File: src/rtl/shared_reg_arbiter.sv
// shared_reg_arbiter: serialises requester writes to one shared register as grant, write, then read-back check.
// Define SHARED_REG_FIXED_PRIO_EN for fixed lowest-index-first priority instead of round-robin.
module shared_reg_arbiter #(
    parameter int                NUM_REQ = 4,
    parameter int                DATA_W  = 8,
    parameter logic [DATA_W-1:0] RST_VAL = '0
) (
    input  logic                       clk,
    input  logic                       rst_n,
    input  logic [NUM_REQ-1:0]         req,
    input  logic [NUM_REQ*DATA_W-1:0]  wdata,
    output logic [NUM_REQ-1:0]         gnt,
    output logic [DATA_W-1:0]          reg_q,
    output logic [$clog2(NUM_REQ)-1:0] last_id,
    output logic [15:0]                commit_cnt,
    output logic                       busy,
    output logic                       ERROR
);
    localparam int ID_W = $clog2(NUM_REQ);

    typedef enum logic [1:0] {IDLE, GRANT, WRITE, CHECK} state_e;

    state_e              state_q, state_d;
    logic [ID_W-1:0]     ptr_q, ptr_d, ptr_nxt, arb_ptr, idx, win_id;
    logic [ID_W-1:0]     cap_id_q, cap_id_d, last_id_q, last_id_d;
    logic [DATA_W-1:0]   cap_data_q, cap_data_d, reg_d;
    logic [DATA_W-1:0]   lane [NUM_REQ];
    logic [NUM_REQ-1:0]  gnt_q, gnt_d;
    logic [15:0]         cnt_q, cnt_d;
    logic                err_q, err_d, win_vld, load;

    for (genvar i = 0; i < NUM_REQ; i++) begin : g_lane
        assign lane[i] = wdata[i*DATA_W +: DATA_W];
    end

`ifdef SHARED_REG_FIXED_PRIO_EN
    assign ptr_nxt = '0;
    assign arb_ptr = ptr_q;
`else
    // Explicit wrap so non-power-of-two NUM_REQ never selects a missing lane.
    assign ptr_nxt = (cap_id_q == ID_W'(NUM_REQ - 1)) ? '0 : cap_id_q + 1'b1;
    assign arb_ptr = (state_q == CHECK) ? ptr_nxt : ptr_q;
`endif

    // Scan downward so the last hit is the first requester at or after arb_ptr.
    always_comb begin
        win_vld = 1'b0;
        win_id  = '0;
        idx     = '0;
        for (int k = NUM_REQ - 1; k >= 0; k--) begin
            idx = ID_W'((int'(arb_ptr) + k) % NUM_REQ);
            if (req[idx]) begin
                win_vld = 1'b1;
                win_id  = idx;
            end
        end
    end

    assign load = win_vld && (state_q == IDLE || state_q == CHECK);

    always_comb begin
        state_d    = state_q;
        gnt_d      = '0;
        reg_d      = reg_q;
        cap_id_d   = cap_id_q;
        cap_data_d = cap_data_q;
        ptr_d      = ptr_q;
        last_id_d  = last_id_q;
        cnt_d      = cnt_q;
        err_d      = err_q;
        case (state_q)
            IDLE:  state_d = load ? GRANT : IDLE;
            GRANT: state_d = WRITE;
            WRITE: begin
                reg_d   = cap_data_q;
                state_d = CHECK;
            end
            CHECK: begin
                err_d     = err_q | (reg_q != cap_data_q);
                last_id_d = cap_id_q;
                cnt_d     = cnt_q + 16'd1;
                ptr_d     = ptr_nxt;
                state_d   = load ? GRANT : IDLE;
            end
            default: state_d = IDLE;
        endcase
        if (load) begin
            cap_id_d   = win_id;
            cap_data_d = lane[win_id];
            gnt_d      = NUM_REQ'(1) << win_id;
        end
    end

    always_ff @(posedge clk or negedge rst_n) begin
        if (!rst_n) begin
            state_q    <= IDLE;
            gnt_q      <= '0;
            reg_q      <= RST_VAL;
            cap_id_q   <= '0;
            cap_data_q <= '0;
            ptr_q      <= '0;
            last_id_q  <= '0;
            cnt_q      <= '0;
            err_q      <= 1'b0;
        end else begin
            state_q    <= state_d;
            gnt_q      <= gnt_d;
            reg_q      <= reg_d;
            cap_id_q   <= cap_id_d;
            cap_data_q <= cap_data_d;
            ptr_q      <= ptr_d;
            last_id_q  <= last_id_d;
            cnt_q      <= cnt_d;
            err_q      <= err_d;
        end
    end

    assign gnt        = gnt_q;
    assign last_id    = last_id_q;
    assign commit_cnt = cnt_q;
    assign busy       = state_q != IDLE;
    assign ERROR      = err_q;
endmodule

File: config.mk
export PLATFORM = sky130hd
export DESIGN_NAME = shared_reg_arbiter
export DESIGN_NICKNAME = d
export VERILOG_FILES = /design/src/rtl/shared_reg_arbiter.sv
export SDC_FILE = /design/constraint.sdc
export NUM_CORES = 1
export LEC_CHECK = 0
export CORE_MARGIN = 2
export CORE_UTILIZATION = 43
export CTS_BUF_LIST = sky130_fd_sc_hd__clkbuf_8
export DETAILED_ROUTE_END_ITERATION = 16
export MAX_ROUTING_LAYER = met4
export PLACE_DENSITY = 0.89
export SYNTH_ARGS = -nofsm -noshare
export SYNTH_HDL_FRONTEND = slang
export SYNTH_SLANG_ARGS = --single-unit
File: constraint.sdc
create_clock -name clk -period 2 [get_ports clk]
set_input_delay 0.2 -clock clk [delete_from_list [all_inputs] [get_ports clk]]
set_output_delay 0.2 -clock clk [all_outputs]
set_load 0.03 [all_outputs]
Word-level counts from Yosys, hierarchy flattened --
Cells that the tools add are included.
Word-level totals: input port bits 38, logic and storage cells 56, flip-flop bits (word level) 45
Cells by class: bitwise gates (word level) 2, reduce and logical (&&, ||, !) cells 5, shifts and indexed selects 1, equal/unequal tests 5, $add $sub $neg 5, order comparisons 5, mux-type cells 24
Operators by type and width (count):
- $add A16 B1 Y16 const B | 1
- $bmux W8 S2 | 1
- $mux W8 | 2
- $lt A2 B3 Y1 const B | 4
- $mux W2 | 6
- $mux W1 | 9
- $bmux W1 S2 | 4
- $ne A8 B8 Y1 | 1
- $eq A2 B2 Y1 const B | 3
- $pmux W2 S3 | 1
- $add A2 B1 Y2 const B | 2
- $add A2 B2 Y2 const B | 2
- $mux W4 | 1
- $shl A1 B2 Y4 const A | 1
- $ge A3 B3 Y1 const B | 1
- $not A2 Y3 | 1
- $eq A2 B1 Y1 const B | 1
- $logic_not A2 Y1 | 1
- $reduce_bool A2 Y1 | 1
- $reduce_or A2 Y1 | 1
- $logic_and A1 B1 Y1 | 1
- $logic_or A1 B1 Y1 | 1
- $or A1 B1 Y1 | 1

Logic depth before layout (Yosys ltp) --
depth after elaboration 14, mapped depth 9, mapped depth without buffers 7

Worst setup path after synthesis --
OpenSTA, ideal clock, no wires.
kind register -> register, start point reg cap_id_q[0], end point reg cap_data_q[0], arrival 1.914 ns, data required time 1.859 ns, period minus slack after synthesis 2.054 ns, cell stages (with the launch flop) 8, slack -0.054 ns, setup time 0.141 ns, path through dfrtp_1 > ha_1 > or3b_4 > a21o_1 > a221oi_4 > or3_1 > buf_4 > o221ai_1
On the way: word-level cells in the longest chain between the ends 14, elaborated cells on any way between the ends 28, those cells by class 4 x add/sub; 1 x eq/ne; 21 x mux; 1 x bitwise; 1 x reduce/logical
Ends and longest elaborated chain:
- from (decl) | RTL line 25 | logic [ID_W-1:0] cap_id_q, cap_id_d, last_id_q, last_id_d;
- from (signal assigned) | RTL line 109 | cap_id_q <= cap_id_d;
- $add A2 B1 Y2 or $eq A2 B2 Y1 (tied branches) | RTL line 41 | assign ptr_nxt = (cap_id_q == ID_W'(NUM_REQ - 1)) ? '0 : cap_id_q + 1'b1;
- $mux W2 * | RTL line 41
- $mux W2 *
- $add A2 B2 Y2 | RTL line 51 | idx = ID_W'((int'(arb_ptr) + k) % NUM_REQ);
- $bmux W1 S2 | RTL line 52 | if (req[idx]) begin
- $mux W1 (implied by the code) | RTL line 52
- $mux W2 (4 in series) | RTL line 52
- $not A2 Y3 (implied by the code) | RTL line 89 | cap_data_d = lane[win_id];
- $bmux W8 S2 | RTL line 89
- $mux W8 (implied by the code) (2 in series) | RTL line 89
- to (signal assigned) | RTL line 110 | cap_data_q <= cap_data_d;
- to (decl) | RTL line 26 | logic [DATA_W-1:0] cap_data_q, cap_data_d, reg_d;
Mark *: on every way between the ends. The rest lies on a longest branch, timed or not. The select of a mux whose other input is x is not followed. A chain may end at the register's enable or synchronous reset.

Worst setup path after layout --
start point reg state_q[0], end point reg cap_data_q[7]
On the way: word-level cells in the longest chain between the ends 13, elaborated cells on any way between the ends 28, those cells by class 3 x add/sub; 1 x eq/ne; 20 x mux; 1 x bitwise; 3 x reduce/logical
Ends and longest elaborated chain:
- from (decl) | RTL line 23 | state_e state_q, state_d;
- from (signal assigned) | RTL line 106 | state_q <= state_d;
- $eq A2 B2 Y1 | RTL line 42, 59
- $mux W2
- $add A2 B2 Y2 | RTL line 51
- $bmux W1 S2 | RTL line 52
- $mux W1 (implied by the code) | RTL line 52
- $mux W2 (4 in series) | RTL line 52
- $not A2 Y3 (implied by the code) | RTL line 89
- $bmux W8 S2 | RTL line 89
- $mux W8 (implied by the code) (2 in series) | RTL line 89
Several ways; a longest one is shown, not always the timed one. The select of a mux whose other input is x is not followed.

==> results.json <==
{
  "clock_skew_ps": 10.1,
  "combPwrFrac": 0.580,
  "portBuffers": 69,
  "synthTopCellsByCount": "dfrtp_1, xnor2_1, mux2i_1, nand2_1, mux2_2",
  "clockBufferDepth": 2,
  "syn_to_final_growth_pct": 44.6,
  "seqPwrFrac": 0.313,
  "crit_start": "state_q[0]$_DFF_PN0_",
  "syn_inst": 182,
  "hpwl_microns": 3520,
  "post-place-cells": 320,
  "crit_path_max_fanout": 8,
  "grt_pass1_vias": 1636,
  "yosysTopAreaCell": "dfrtp_1",
  "antenna-diode-count": 0,
  "num_rows": 25,
  "ys.flop_type": "dfrtp_1",
  "setup_viol": 1,
  "period_minus_slack_ps": 2010,
  "synth_top_cell_area_share": 0.515,
  "clk_pin_slew_ps": 80,
  "p_clk_frac": 0.107,
  "drv_slew": 0,
  "intPower_uw": 2900,
  "rr_startpoint": "state_q[0]$_DFF_PN0_",
  "synth.avg_cell_area_sq_um": 12.0,
  "fin_ws_ps": -14.5,
  "async_flop_share": 1.00,
  "tightest_slew_ps": 546,
  "die_h_microns": 75.3,
  "initialDrtViolationCount": 61,
  "drc": 0,
  "start_kind": "flop",
  "hp-class": "flop to flop",
  "h-tree-depth": 2,
  "setup.worst_path.end_class": "flop",
  "crit_end": "cap_data_q[7]$_DFFE_PN0P_",
  "grt_usage": 0.186,
  "fin_crit_sh": 1.01,
  "rr_worst_depth": 7,
  "die_w_microns": 75.3,
  "gp_congestion": 0.800,
  "regToRegSetupSlack_ps": -10,
  "postRouteAntennaNets": 0,
  "coreArea_sq_mm": 0.00482,
  "netlist_area_sq_mm": 0.00219,
  "p_sw_uw": 2060,
  "status": "finished with violations",
  "drive_above_1_share": 0.155,
  "die_area_sq_mm": 0.00567,
  "max_freq_mhz": 496,
  "viasPerCell": 5.12,
  "yosysMostFrequentCell": "dfrtp_1",
  "rsz0062_at_grt": "true",
  "grt-ovfl-total": 0,
  "swShare": 0.415,
  "power_density_mw_per_mm2": 1570,
  "drt-wirelength-per-cell_microns": 14.2,
  "cts_num_sinks": 45,
  "grt_start_max_net_pins": 46,
  "tritoncts": "done",
  "yosys-top-cells-area": "dfrtp_1, xnor2_1, mux2i_1",
  "cts_buffers": 5,
  "cts-root-buf": "clkbuf_8",
  "p_leak_uw": 0.00137,
  "io_pins": 70,
  "fin_nets": 307,
  "antenna_found_initial": 0,
  "cap_violations": 0,
  "hold_viol": 0,
  "synth_nets": 226,
  "clkLatencyLatePin_ps": 300,
  "ys_types": 31,
  "arrival_ps": 2230,
  "vias": 1696,
  "synth_seq_cells": 45,
  "ir_drop_v": 0.000725,
  "yosysSeqAreaShare": 0.515,
  "layout.cells.non_filler": 331,
  "path_class": "flop to flop",
  "synth_edf_count": 0,
  "synth.yosys.warnings": 0,
  "whs_ps": 481,
  "violations": "setup timing",
  "wl_microns": 4690,
  "slew_headroom": 0.635,
  "initial_core_util": 0.454,
  "grt_pass1_wl_microns": 7670,
  "drt_pass1_iterations": 4,
  "worstPathRequired_ps": 2210,
  "rr_endpoint": "cap_data_q[7]$_DFFE_PN0P_"
}
==> power by group through the flow <==
stage                     logic, uW  clock network, uW  registers [uW]
final                          2880                530            1550
after global routing           3130                589            1590
after CTS                      2810                544            1550
after detailed placement       2700                  0            1560
after global placement         2640                  0            1540
after floorplan                1520                  0            1860
==> how the worst min path moves through the flow <==
stage | start | to | slack (ps) | cells after the start
3_3_place_gp | rst_n | commit_cnt[2]$_DFFE_PN0N_ | 300 | 2
3_5_place_dp | rst_n | commit_cnt[4]$_DFFE_PN0N_ | 310 | 2
4_1_cts | commit_cnt[15]$_DFFE_PN0N_ | commit_cnt[15]$_DFFE_PN0N_ | 480 | 1
2_1_floorplan | rst_n | ERROR$_DFFE_PN0N_ | -100 | 0
6_report | commit_cnt[15]$_DFFE_PN0N_ | commit_cnt[15]$_DFFE_PN0N_ | 480 | 1
5_1_grt | commit_cnt[15]$_DFFE_PN0N_ | commit_cnt[15]$_DFFE_PN0N_ | 500 | 1
==> sequential cells by signal, indices dropped and copies added (netlist names) <==
signal,count
ERROR,1
cap_data_q,8
cap_id_q,2
commit_cnt,16
gnt,4
last_id,2
ptr_q,2
reg_q,8
state_q,2
==> metrics by stage <==
| stage | instance area, sq um | utilization | power, uW | worst slack, ps | setup TNS, ps |
|---|---|---|---|---|---|
| floorplan | 2190 | - | 3380 | 1.16 | 0 |
| global placement | 3000 | 0.623 | 4180 | -74.1 | -521 |
| detailed placement | 3000 | 0.623 | 4260 | -127 | -936 |
| CTS | 3140 | 0.651 | 4900 | 4.32 | 0 |
| global route | 3160 | 0.656 | 5310 | -125 | -720 |
| finish | 3160 | 0.656 | 4960 | -14.5 | -14.5 |
==> logic make-up (layout without fill, tap and decap cells) <==
group / after synthesis / in the layout / share of synthesized area
buf+inv: 10 / 92 / 0.0229
compound gates: 16 / 16 / 0.0670
mux: 29 / 29 / 0.145
flops: 45 / 45 / 0.515
simple gates: 53 / 53 / 0.124
fa+ha+maj: 6 / 6 / 0.0343
xor+xnor: 23 / 23 / 0.0922
==> layout make-up <==
type	count	area, sq um
Fill cell	367	1660
Sequential cell	45	1130
Multi-Input combinational cell	127	1060
Timing Repair Buffer	80	790
Tap cell	67	83.8
Clock buffer	5	68.8
Clock inverter	3	15.0
Inverter	4	15.0
==> layer usage <==
metal  vias up  routed length (microns)  share of wire  global-route usage
met1       806                     1920           0.41               0.236
met4         0                      114          0.024              0.0682
li1        811                        -              -                   -
met3        13                      290          0.062              0.0503
met5         -                        0              0                   -
met2        66                     2360           0.50               0.288
==> cells in the final DEF (no fill, tap or decap), types with 2 or more instances in the layout <==
cell,netlist,layout
a21o_1,3,3
nand2b_1,2,2
xor2_1,3,3
nand4_1,9,9
mux2i_1,17,17
buf_4,3,8
ha_1,6,4
xnor2_1,20,20
inv_1,3,5
clkbuf_8,0,5
nand3_1,5,5
mux2_2,11,11
nor2b_1,2,2
and4_1,2,2
clkdlybuf4s50_1,0,67
o221ai_2,0,3
dfrtp_1,45,45
nor2_1,10,10
nand2_1,17,17
o221ai_1,8,5
nor3_1,2,2
==> worst max-delay path, cell delays in order (launching register included) <==
cell	delay, ps
dfrtp_1	400
ha_4	180
or3b_4	400
a21o_1	190
a221oi_4	290
buf_6	150
o21ai_4	90
o221ai_2	220
==> repair_timing <==
action	in CTS	in global routing
buffers inserted	2	0
setup endpoints to repair	10	13
hold buffers	1	0
pin swaps	5	4
hold endpoints to repair	45	0
resized for setup	5	5
(Power assumes the default switching activity.)
